--- src/rtl/snake_move_controller_if.sv ---
// Bundle of the direction, game-flow and move-step signals between the
// keypad/collision logic and the snake move controller.
interface snake_move_controller_if;
    logic [1:0] dir_in;
    logic       dir_valid;
    logic       start;
    logic       pause;
    logic       game_over;
    logic       move_tick;
    logic [1:0] move_dir;
    logic [1:0] queue_count;
    logic [1:0] state;

    modport master (
        output dir_in, dir_valid, start, pause, game_over,
        input  move_tick, move_dir, queue_count, state
    );

    modport slave (
        input  dir_in, dir_valid, start, pause, game_over,
        output move_tick, move_dir, queue_count, state
    );
endinterface

--- src/rtl/snake_move_controller.sv ---
// Snake movement sequencer: game-flow FSM, periodic move tick and a
// two-entry turn queue that filters duplicate and reversing turns.
module snake_move_controller #(
    parameter int TICK_DIV = 25_000_000
) (
    input logic                    clk,
    input logic                    rst,
    snake_move_controller_if.slave bus
);
    localparam int              CNT_W     = (TICK_DIV > 1) ? $clog2(TICK_DIV) : 1;
    localparam logic [CNT_W-1:0] CNT_MAX  = CNT_W'(TICK_DIV - 1);
    localparam logic [1:0]      DIR_RIGHT = 2'b01;

    typedef enum logic [1:0] {
        IDLE  = 2'b00,
        RUN   = 2'b01,
        PAUSE = 2'b10,
        OVER  = 2'b11
    } state_t;

    state_t           state_q, state_d;
    logic [CNT_W-1:0] cnt_q, cnt_d;
    logic [1:0]       dir_q, dir_d;
    logic [1:0]       head_q, head_d;
    logic [1:0]       tail_q, tail_d;
    logic [1:0]       count_q, count_d;
    logic             tick_q, tick_d;

    logic       active;
    logic       go_evt;
    logic       start_evt;
    logic       advance;
    logic       wrap;
    logic       pop;
    logic       push;
    logic [1:0] ref_dir;

    always_comb begin
        state_d = state_q;
        cnt_d   = cnt_q;
        dir_d   = dir_q;
        head_d  = head_q;
        tail_d  = tail_q;
        count_d = count_q;
        tick_d  = 1'b0;

        active    = (state_q == RUN) || (state_q == PAUSE);
        go_evt    = active && bus.game_over;
        start_evt = !active && bus.start;

        // Turns are judged against the newest accepted direction, which is
        // the queue tail when anything is pending.
        ref_dir = (count_q == 2'd2) ? tail_q :
                  (count_q == 2'd1) ? head_q : dir_q;
        push    = active && bus.dir_valid && (bus.dir_in != ref_dir) &&
                  ((bus.dir_in ^ ref_dir) != 2'b10) && (count_q != 2'd2);

        // The counter only moves on edges where the game stays in RUN.
        advance = (state_q == RUN) && !bus.game_over && !bus.pause;
        wrap    = advance && (cnt_q == CNT_MAX);
        pop     = wrap && (count_q != 2'd0);

        if (go_evt) begin
            state_d = OVER;
            count_d = 2'd0;
        end else if (start_evt) begin
            state_d = RUN;
            cnt_d   = '0;
            count_d = 2'd0;
            dir_d   = DIR_RIGHT;
        end else if (active) begin
            if (bus.pause) begin
                state_d = (state_q == RUN) ? PAUSE : RUN;
            end
            if (advance) begin
                cnt_d = wrap ? '0 : cnt_q + 1'b1;
            end
            tick_d = wrap;
            if (pop) begin
                dir_d = head_q;
            end
            // A simultaneous pop and push can only happen with one entry held.
            case ({pop, push})
                2'b10: begin
                    head_d  = tail_q;
                    count_d = count_q - 2'd1;
                end
                2'b01: begin
                    if (count_q == 2'd0) begin
                        head_d = bus.dir_in;
                    end else begin
                        tail_d = bus.dir_in;
                    end
                    count_d = count_q + 2'd1;
                end
                2'b11: begin
                    head_d = bus.dir_in;
                end
                default: begin
                end
            endcase
        end
    end

    always_ff @(posedge clk) begin
        if (rst) begin
            state_q <= IDLE;
            cnt_q   <= '0;
            dir_q   <= DIR_RIGHT;
            head_q  <= 2'b00;
            tail_q  <= 2'b00;
            count_q <= 2'd0;
            tick_q  <= 1'b0;
        end else begin
            state_q <= state_d;
            cnt_q   <= cnt_d;
            dir_q   <= dir_d;
            head_q  <= head_d;
            tail_q  <= tail_d;
            count_q <= count_d;
            tick_q  <= tick_d;
        end
    end

    assign bus.move_tick   = tick_q;
    assign bus.move_dir    = dir_q;
    assign bus.queue_count = count_q;
    assign bus.state       = state_q;
endmodule
--- src/flat_wrapper.sv ---
// flat-port wrapper written by rule: the top's interface ports become plain ports
module snake_move_controller_flat 
#(
    parameter int TICK_DIV = 25_000_000
)
  (clk, rst, bus_dir_in, bus_dir_valid, bus_start, bus_pause, bus_game_over, bus_move_tick, bus_move_dir, bus_queue_count, bus_state);
  snake_move_controller_if bus_i ();
  input logic clk;
  input logic rst;
  input wire logic [$bits(bus_i.dir_in)-1:0] bus_dir_in;
  input wire logic [$bits(bus_i.dir_valid)-1:0] bus_dir_valid;
  input wire logic [$bits(bus_i.start)-1:0] bus_start;
  input wire logic [$bits(bus_i.pause)-1:0] bus_pause;
  input wire logic [$bits(bus_i.game_over)-1:0] bus_game_over;
  output wire logic [$bits(bus_i.move_tick)-1:0] bus_move_tick;
  output wire logic [$bits(bus_i.move_dir)-1:0] bus_move_dir;
  output wire logic [$bits(bus_i.queue_count)-1:0] bus_queue_count;
  output wire logic [$bits(bus_i.state)-1:0] bus_state;
  assign bus_i.dir_in = bus_dir_in;
  assign bus_i.dir_valid = bus_dir_valid;
  assign bus_i.start = bus_start;
  assign bus_i.pause = bus_pause;
  assign bus_i.game_over = bus_game_over;
  assign bus_move_tick = bus_i.move_tick;
  assign bus_move_dir = bus_i.move_dir;
  assign bus_queue_count = bus_i.queue_count;
  assign bus_state = bus_i.state;
  snake_move_controller #(.TICK_DIV(TICK_DIV)) u_core (.clk(clk), .rst(rst), .bus(bus_i));
endmodule
--- config.mk ---
export PLATFORM = sky130hd
export DESIGN_NAME = snake_move_controller_flat
export DESIGN_NICKNAME = d
export VERILOG_FILES = /design/src/rtl/snake_move_controller_if.sv /design/src/rtl/snake_move_controller.sv /design/src/flat_wrapper.sv
export SDC_FILE = /design/constraint.sdc
export NUM_CORES = 1
export LEC_CHECK = 0
export BUFFER_PORTS_ARGS = -buffer_cell sky130_fd_sc_hd__buf_4
export CORE_ASPECT_RATIO = 2
export CORE_MARGIN = 1.5
export CORE_UTILIZATION = 50
export CTS_BUF_LIST = sky130_fd_sc_hd__clkbuf_16
export CTS_CLUSTER_DIAMETER = 80
export DETAILED_ROUTE_END_ITERATION = 12
export GPL_ROUTABILITY_DRIVEN = 0
export PLACE_DENSITY = 0.68
export SLEW_MARGIN = 40
export SYNTH_ARGS = -nofsm -noshare
export SYNTH_HDL_FRONTEND = slang
export SYNTH_SLANG_ARGS = --single-unit
--- constraint.sdc ---
create_clock -name clk -period 6.2 [get_ports clk]
set_clock_uncertainty 0.05 [all_clocks]
set_input_delay 1.24 -clock clk [delete_from_list [all_inputs] [get_ports clk]]
set_output_delay 1.24 -clock clk [all_outputs]
set_load 0.02 [all_outputs]
==> metrics.md, run 1 <==
| Metric | Value |
|---|---|
| Status | finished, final reports clean |
| Placement Setup Slack | 2963 ps |
| Starting density of the core | 52.44% |
| Initial antenna violation count | 0 |
| Initial DRT Pass Iterations | 4 |
| Top achievable clock speed | 0.3390 GHz |
| Sum Neg Setup Slack | 0 ps |
| Clk_lat worst skew | 280 ps |
| CP Class | input pin to flop |
| # diodes | 0 |
| Reg2reg setup slack | 3410 ps |
| Synth Instances | 242 |
| Critical Path Fanout Max | 6 |
| CP arrival | 3100 ps |
| Final slew viol count | 0 |
| Top cell type's share of synthesized area | 35.75% |
| CTS Buf Count | 5 |
| Via-per-instance ratio | 5.664 |
| Period utilization | 47.58% |
| Net Count, Synth | 258 |
| CTS Sinks | 36 |
| Final count of hold timing violations | 0 |
| Initial DRC Count | 35 |
| Critical path capture point type | flop |
| Post-route minimum period | 2950 ps |
| Die area | 4444 um2 |
| Setup Fix Bufs, Post-CTS | 0 |
| Worst slew margin | 58.80% |
| Cell taking the most area after synthesis | dfxtp_1 |
| Die span in y | 92.79 um |
| Max cap viols | 0 |
| I/O Buffers | 14 |
| Number of gates resized after CTS | 0 |
| I/O pin count | 15 |
| Post-synthesis sequential area ratio | 35.75% |
| Die W | 47.90 um |
| R2R Path End | u_core.bus.queue_count[0] |
| Hold Crit Depth | 2 |
| Netlist cell types | 52 |
| Layout Utilization | 59.41% |
| Pwr/cell area | 300.9 nW/um2 |
| CP required | 6350 ps |
| Routed wire length per instance | 14.63 um |
| Final net count | 271 |
| Clock Tree Root | clkbuf_16 |
| Share of layout cells above drive strength 1 | 12.89% |
| Min-delay worst type | flop to flop |
| CTS clk-pin slew, worst paths | 60 ps |
| Antenna viol nets, final | 0 |
| Maximum VDD drop | 0.0001745 V |
| CTS Hold Buffers Added | 0 |
| Syn_area_per_cell | 8.329 um2 |
| Core Footprint | 3844 um2 |
| P&R area growth vs syn | 13.28% |
| CTS tree | done |
| Reg2Reg Depth | 7 |
| Residual DRC | 0 |
| RSZ-0062 raised after global routing | no |
| Leakage | 0.7349 nW |
| Number of global-route vias before repair | 1,704 |
| CTS Buffer Depth | 2 |
| Grt ovf | 0 |
| Synth Flop Type | dfxtp_1 |
| Ys Warns | 0 |
| Largest net degree at the start of global routing | 25 |
| GRT Total Usage | 23.19% |
| Row cnt | 32 |
| WL final | 4491 um |
| Finished Layout Cells | 307 |
| Asr flop ratio synth | 0% |
| Number of flops mapped to enable cells by yosys | 0 |
| Critical R2R Launch | u_core.cnt_q[7] |
| Worst-margin pin slew | 617.9 ps |
| Crit path setup slack, layout | 3250 ps |
| Inst Count DP | 299 |
| Worst Setup EP | u_core.bus.queue_count[0] |
| DP HPWL | 3424 um |
| Endpoints failing setup | 0 |
| Startpoint Class | input pin |
| Synthesized area | 2016 um2 |
| Vias | 1,739 |
| First-pass GRT wire length | 7527 um |
| Seq cells post-synth | 36 |
| Critical path origin | bus_game_over |
| Area contributors post-synth | dfxtp_1 (36%), xnor2_1 (6.5%), nor2_1 (5.8%) |
| H-tree depth | 2 |
[through the flow]
step	instance area, um2	total power [W]	hold WS, ps
global route	2283	0.0007214	432.3
global placement	2137	0.0004505	404.2
finish	2283	0.0006872	409.1
detailed placement	2143	0.0004545	405.6
floorplan	2016	0.0004073	386.8
CTS	2283	0.0006947	413.6
[cell usage after synthesis (all sizes together), types with 5 or more instances]
cell,number
dfxtp,36
nor2,32
nand2,24
nand3,15
xnor2,15
inv,11
a21oi,10
nor4,10
ha,8
nor3,8
o21ai,7
xor2,6
or3,5
or4,5
[worst max-delay path, stage by stage]
cell	delay, ps
buf_4	140
nor2_1	150
nand2_1	120
nor4_4	350
nand3b_1	150
ha_1	340
or4_1	480
a21oi_1	140
[report_power, final]
group	switching, W	total, W	leakage, nW	internal [W]
registers	0.0000110	0.000255	0.291	0.000244
logic	0.000126	0.000192	0.376	0.0000668
clock network	0.0000943	0.000240	0.0687	0.000146
total	0.000231	0.000687	0.735	0.000456
[flip-flops by register name, summed over array words and instances, names as in the netlist]
name / count
u_core.bus.move_dir: 2
u_core.bus.queue_count: 2
u_core.tail_q: 2
u_core.head_q: 2
u_core.bus.move_tick: 1
u_core.bus.state: 2
u_core.cnt_q: 25
[worst min-delay path by stage]
stage,from,endpoint,slack [ps]
2_1_floorplan,u_core.tail_q[1],u_core.tail_q[1],390
3_3_place_gp,u_core.tail_q[1],u_core.tail_q[1],400
3_5_place_dp,u_core.bus.move_dir[1],u_core.bus.move_dir[1],410
4_1_cts,u_core.bus.move_dir[1],u_core.bus.move_dir[1],410
5_1_grt,u_core.tail_q[1],u_core.tail_q[1],430
6_report,u_core.bus.move_dir[1],u_core.bus.move_dir[1],410
[kinds of logic (layout without fill, tap and decap cells)]
group	after synthesis	after routing	synth area share [%]
AND/OR/NAND/NOR	126	126	34.76
flip-flops	36	36	35.75
buffers and inverters	19	33	4.407
adder cells (fa/ha/maj)	8	8	4.966
multiplexers	1	1	0.4966
XOR/XNOR	21	21	9.125
AO/OA/AOI/OAI	31	31	10.49
[cell usage in the layout (no fill, tap or decap), drive strengths merged, types with 5 or more instances in the layout]
cell,Yosys,layout
dfxtp,36,36
nor2,32,32
nand2,24,24
nand3,15,15
xnor2,15,15
buf,4,14
inv,11,12
a21oi,10,10
nor4,10,10
nor3,8,8
ha,8,8
o21ai,7,7
xor2,6,6
or3,5,5
clkbuf,4,5
or4,5,5
[layer usage]
metal	routed length (um)	track usage [%]	vias up
li1	-	-	879
met4	119	11.49	0
met5	0	0	-
met3	82	3.899	8
met1	1719	23.04	828
met2	2570	41.78	24
[cell type report]
cell class                 count  area, um2
clock buffer                   5      125.1
clock inverter                 3      15.01
fill                         390       1560
inverter                      11      41.29
multi-input combinational    187       1212
sequential                    36      720.7
tap                           51      63.81
timing repair buffer          14      105.1
No activity file was read; power rests on OpenSTA's default activity.
==> inputs of run 2 (changes only) <==
==> constraint.sdc (replaced) <==
create_clock -name clk -period 2.8 [get_ports clk]
set_clock_uncertainty 0.05 [all_clocks]
set_input_delay 0.56 -clock clk [delete_from_list [all_inputs] [get_ports clk]]
set_output_delay 0.56 -clock clk [all_outputs]
set_load 0.02 [all_outputs]
==> run 2 against run 1 <==
Via count increased by 2.0%. Clock-buffer cell count unchanged. Power increased by 120%. Largest cell class unchanged. Sequential share of layout area decreased by 0.80 points. Global-route usage increased by 0.88 points. Die area unchanged.
==> metrics.md, run 2 (synthesis gave the netlist of run 1 again) <==
| Metric | Value |
|---|---|
| Status | finished, final reports clean |
| DP HPWL | 3534 um (+3.2%) |
| Top achievable clock speed | 0.3704 GHz |
| CTS Sinks | 36 (unchanged) |
| H-tree depth | 2 (unchanged) |
| Core Footprint | 3844 um2 (unchanged) |
| Sw Pwr | 0.0005082 W (+120%) |
| CTS Hold Buffers Added | 0 (unchanged) |
| Leakage | 0.7762 nW (+5.6%) |
| Worst-margin pin slew | 468.6 ps (-149.4 ps) |
| Worst hold margin | 411.2 ps (+2.099 ps) |
| Die W | 47.90 um (unchanged) |
| Final net count | 279 (+3.0%) |
| Number of global-route vias before repair | 1,691 (-0.76%) |
| Final slew viol count | 0 (unchanged) |
| P&R area growth vs syn | 16.45% |
| # diodes | 0 (unchanged) |
| Int Pwr | 0.001032 W (+130%) |
| Critical Path Fanout Max | 6 (unchanged) |
| Vias | 1,774 (+2.0%) |
| Starting density of the core | 52.44% (unchanged) |
| Routed wire length per instance | 15.16 um (+3.6%) |
| Residual DRC | 0 (unchanged) |
| Sum Neg Setup Slack | 0 ps (unchanged) |
| Clock network power share | 33.9% (-1.1 points) |
| CTS Buffer Depth | 2 (unchanged) |
| Clock Tree Root | clkbuf_16 |
| CTS tree | done |
| Period utilization | 96.42% |
| Endpoints failing setup | 0 (unchanged) |
| Flop pwr share | 36.4% (-0.7 points) |
| Worst slew margin | 68.50% (+9.7 points) |
| Via-per-instance ratio | 5.650 (-0.26%) |
| Commonest non-fill, non-tap cell in the layout | dfxtp_1 |
| I/O pin count | 15 (unchanged) |
| Grt ovf | 0 (unchanged) |
| Clk_lat worst skew | 280 ps (about the same) |
| First-pass GRT wire length | 7603 um (+1.0%) |
| CP required | 2960 ps (-3390 ps) |
| CTS clk-pin slew, worst paths | 60 ps (about the same) |
| Pwr/cell area | 656.0 nW/um2 (+120%) |
| Initial DRC Count | 33 (-5.7%) |
| Initial DRT Pass Iterations | 4 (unchanged) |
| Max cap viols | 0 (unchanged) |
| Row cnt | 32 (unchanged) |
| Largest net degree at the start of global routing | 25 (unchanged) |
| Startpoint Class | flop |
| CP Class | flop to flop |
| Maximum VDD drop | 0.0006010 V (+240%) |
| Share of layout cells above drive strength 1 | 16.35% (+3.5 points) |
| Logic pwr share | 29.7% (+1.7 points) |
| Initial antenna violation count | 0 (unchanged) |
| Reg2reg setup slack | 100 ps (-3310 ps) |
| Die span in y | 92.79 um (unchanged) |
| WL final | 4761 um (+6.0%) |
| GRT Total Usage | 24.07% (+0.88 points) |
| CP arrival | 2860 ps (-240 ps) |
| RSZ-0062 raised after global routing | no |
| Min-delay worst type | flop to flop |
| Final count of hold timing violations | 0 (unchanged) |
| Largest reg by FF count | u_core.cnt_q |
| Die area | 4444 um2 (unchanged) |
| Commonest cells after routing, fill and taps aside | dfxtp_1 (35), nor2_1 (31), nand2_1 (24), buf_4 (22) |
| Critical path capture point type | flop |
| Setup Fix Bufs, Post-CTS | 0 (unchanged) |
| CTS Buf Count | 5 (unchanged) |
| Post-route minimum period | 2700 ps |
| Fill cells | 383 (-1.8%) |
| Switching part of the total | 33.00% (-0.60 points) |
| Antenna viol nets, final | 0 (unchanged) |
| Largest register FFs | 25 (unchanged) |
| I/O Buffers | 14 (unchanged) |
[run 2: cell types whose count changed in the layout (fill, tap and decap cells not counted), sizes merged]
| cell | change |
|---|---|
| buf | +8 |
| clkinvlp | -1 |
[run 2: per-stage QoR]
step	setup slack (ps)	std cells	utilization, %	power (W)	area [um2]
after floorplan	223.2	242	-	0.0009019	2016
after global placement	141.7	307	57.16	0.001019	2197
after detailed placement	84.30	307	57.16	0.001020	2197
after CTS	42.47	314	60.64	0.001545	2331
after global routing	19.51	314	61.07	0.001617	2347
final	100.1	314	61.07	0.001540	2347
[run 2: power by group through the flow]
stage / registers (W) / logic [W] / clock network (W)
3_3_place_gp: 0.000571 / 0.000448 / 0
3_5_place_dp: 0.000572 / 0.000448 / 0
5_1_grt: 0.000566 / 0.000499 / 0.000552
4_1_cts: 0.000561 / 0.000451 / 0.000533
6_report: 0.000560 / 0.000457 / 0.000522
2_1_floorplan: 0.000589 / 0.000313 / 0
[run 2: layer usage]
metal,global-route usage [%],share of wire [%],vias to the layer above
li1,-,-,897
met1,22.21,37,831
met2,43.78,56,31
met3,4.483,2.5,15
met4,13.74,4.4,0
met5,0,0,-
[run 2: worst max-delay path, cell delays in order (launching register included)]
cell and delay (ps):
dfxtp_2 350, or4_1 540, or4_4 440, nor4_4 190, nand3b_1 190, ha_2 220
nor2b_1 120, or4_1 390, a21oi_1 140
[run 2: timing repair]
action | 4_1_cts | 5_1_grt
endpoints found under the hold margin | 0 | 0
resized for setup | 0 | 3
setup endpoints to repair | 0 | 1
[run 2: worst paths after layout]
path,start,endpoint,depth (start not counted)
setup reg to reg,u_core.cnt_q[7],u_core.bus.queue_count[0],8
hold / removal,u_core.bus.move_dir[1],u_core.bus.move_dir[1],2
setup / recovery,u_core.cnt_q[7],u_core.bus.queue_count[0],8
hold reg to reg,u_core.bus.move_dir[1],u_core.bus.move_dir[1],2
[run 2: final cells by class]
class | count | area (um2) | area share (%)
inverter | 11 | 41.29 | 1.759
tap | 51 | 63.81 | 2.719
clock buffer | 5 | 125.1 | 5.330
sequential | 36 | 721.9 | 30.76
clock inverter | 2 | 8.758 | 0.3731
timing repair buffer | 22 | 165.2 | 7.036
multi-input combinational | 187 | 1221 | 52.03
==> inputs of run 3 (changes only) <==
--- a/config.mk
+++ b/config.mk
@@ -14,6 +14,7 @@
 export DETAILED_ROUTE_END_ITERATION = 12
 export GPL_ROUTABILITY_DRIVEN = 0
 export PLACE_DENSITY = 0.68
+export REMOVE_ABC_BUFFERS = 1
 export SLEW_MARGIN = 40
 export SYNTH_ARGS = -nofsm -noshare
 export SYNTH_HDL_FRONTEND = slang
==> run 3 against run 2 <==
Via count is 0.17% higher. Fmax increased by 0.65%. Global-route usage shrank 0.33 points. First-iteration DRC count is 15% higher. Sequential power barely moved. Sequential share of layout area rose by 0.062 points. Cell area decreased by 0.37%. Largest power group unchanged. Routed wire length down 1.7%. Largest cell class unchanged.
==> metrics.md, run 3 (synthesis gave the netlist of run 1 again) <==
| Metric | Value |
|---|---|
| Status | finished, final reports clean |
| Clk_lat worst skew | 280 ps (about the same) |
| Core Footprint | 3844 um2 (unchanged) |
| Multi-input gate area in the final layout | 1206 um2 (-1.2%) |
| Residual DRC | 0 (unchanged) |
| Logic pwr share | 29.2% (-0.5 points) |
| Number of gates resized after CTS | 0 (unchanged) |
| CTS Buf Count | 5 (unchanged) |
| Worst slew margin | 65.54% (-3.0 points) |
| Initial DRT Pass Iterations | 4 (unchanged) |
| Initial DRC Count | 38 (+15%) |
| DP HPWL | 3577 um (+1.2%) |
| CP Class | flop to flop |
| Slowest-stage cell, CP | or4_1 |
| Commonest non-fill, non-tap cell in the layout | dfxtp_1 |
| Final count of hold timing violations | 0 (unchanged) |
| Largest reg by FF count | u_core.cnt_q |
| Layout Utilization | 60.84% (-0.23 points) |
| H-tree depth | 2 (unchanged) |
| Pwr/cell area | 651.2 nW/um2 (-0.73%) |
| Worst-margin pin slew | 513.0 ps (+44.45 ps) |
| CP required | 2960 ps (about the same) |
| Leakage | 0.7813 nW (+0.66%) |
| Largest net degree at the start of global routing | 25 (unchanged) |
| Grt ovf | 0 (unchanged) |
| Clock network power share | 34.0% (about the same) |
| RSZ-0062 raised after global routing | yes |
| Cell Chain, Critical Path | or4_1 > or4_4 > nor4_4 > nand3b_1 > ha_1 > or4_1 > a21oi_1 |
| Startpoint Class | flop |
| Met3 Track Usage GR | 4.288% (-0.19 points) |
| Maximum VDD drop | 0.0006249 V (+4.0%) |
| Antenna viol nets, final | 0 (unchanged) |
| Met1 Use GR | 21.46% (-0.75 points) |
| Placement Setup Slack | 105.3 ps (+20.98 ps) |
| CTS Hold Buffers Added | 0 (unchanged) |
| Row cnt | 32 (unchanged) |
| Largest register FFs | 25 (unchanged) |
| Final slew viol count | 0 (unchanged) |
| CTS clk-pin slew, worst paths | 50 ps (about the same) |
| First-pass GRT wire length | 7472 um (-1.7%) |
| WL final | 4678 um (-1.7%) |
| Max cap viols | 0 (unchanged) |
| Sw Pwr | 0.0005000 W (-1.6%) |
| I/O pin count | 15 (unchanged) |
| Post-route minimum period | 2682 ps (-17.53 ps) |
| Vias | 1,777 (+0.17%) |
| GRT Total Usage | 23.74% (-0.33 points) |
| Die span in y | 92.79 um (unchanged) |
| Commonest cells after routing, fill and taps aside | dfxtp_1 (36), nor2_1 (31), nand2_1 (24), buf_4 (23) |
| GR Util met2 | 43.44% (-0.33 points) |
| Critical Path Fanout Max | 6 (unchanged) |
| Finished Layout Cells | 315 (+0.32%) |
| Fill cells | 374 (-2.3%) |
| Final net count | 280 (+0.36%) |
| Share of layout cells above drive strength 1 | 15.53% (-0.82 points) |
| Crit path setup slack, layout | 117.6 ps (+17.53 ps) |
| # diodes | 0 (unchanged) |
| I/O Buffers | 14 (unchanged) |
| Number of global-route vias before repair | 1,718 (+1.6%) |
| P&R area growth vs syn | 16.01% |
| Starting density of the core | 52.44% (unchanged) |
| Clock Tree Root | clkbuf_16 |
| Die W | 47.90 um (unchanged) |
| CTS Sinks | 36 (unchanged) |
| Min-delay worst type | flop to flop |
| Period utilization | 95.80% (-0.63 points) |
| Endpoints failing setup | 0 (unchanged) |
| Int Pwr | 0.001023 W (-0.85%) |
| Sum Neg Setup Slack | 0 ps (unchanged) |
| Flop pwr share | 36.8% (+0.4 points) |
| Top achievable clock speed | 0.3728 GHz (+0.65%) |
| CP most frequent cell | or4_1 |
| CTS tree | done |
| CTS Buffer Depth | 2 (unchanged) |
| Switching part of the total | 32.83% (-0.17 points) |
| Inst Count DP | 308 (+0.33%) |
| Sequential cell area | 720.7 um2 (-0.17%) |
| Initial antenna violation count | 0 (unchanged) |
| CP arrival | 2840 ps (-20 ps) |
| Largest stage delay, worst path | 520 ps (-20 ps) |
| Via-per-instance ratio | 5.641 (-0.15%) |
| Critical path capture point type | flop |
| Total Power | 0.001523 W (-1.1%) |
| Gr busiest metal | met2 |
| Die area | 4444 um2 (unchanged) |
| Routed wire length per instance | 14.85 um (-2.1%) |
[run 3: critical path: cells and delay by family (launching register included)]
kind | cells | cell delay, ps
DFF | 1 | 360
adders and majority gates | 1 | 320
AOI/OAI and AO/OA | 1 | 120
and+or+nand+nor | 5 | 1760
[run 3: cell type report]
cell class              instances  share of cell area (%)
flip-flops and latches         36                   30.82
clock inverters                 2                  0.3745
clock buffers                   5                   5.350
inverters                      11                   1.766
repair buffers                 23                   7.384
well taps                      51                   2.729
multi-input cells             187                   51.58
[run 3: final timing paths]
path                                        from  cells after the start                         to  slack, ps
worst max-delay path             u_core.cnt_q[7]                      7  u_core.bus.queue_count[0]        120
worst min-delay path            u_core.head_q[1]                      2     u_core.bus.move_dir[1]        420
worst max register to register   u_core.cnt_q[7]                      7  u_core.bus.queue_count[0]        120
worst min register to register  u_core.head_q[1]                      2     u_core.bus.move_dir[1]        420
[run 3: routing by layer]
layer	vias to the layer above	share of wire, %
met4	0	4.5
met2	35	57
met5	-	0
met3	16	2.7
met1	832	35
li1	894	-
[run 3: stage by stage]
stage               hold slack [ps]  area (um2)
floorplan                     380.8        1968
global placement              394.8        2205
detailed placement            408.1        2205
CTS                           415.8        2338
global route                  437.9        2338
finish                        416.7        2338
[run 3: power by group through the flow]
stage               clock [W]  sequential (W)  combinational, W
floorplan                   0        0.000589          0.000282
global placement            0        0.000572          0.000450
detailed placement          0        0.000573          0.000450
CTS                  0.000533        0.000561          0.000452
global route         0.000550        0.000565          0.000488
finish               0.000518        0.000560          0.000445
[run 3: repair_timing]
item / in CTS / in global routing
endpoints found under the hold margin: 0 / 0
buffers inserted: 0 / 0
setup endpoints to repair: 0 / 1
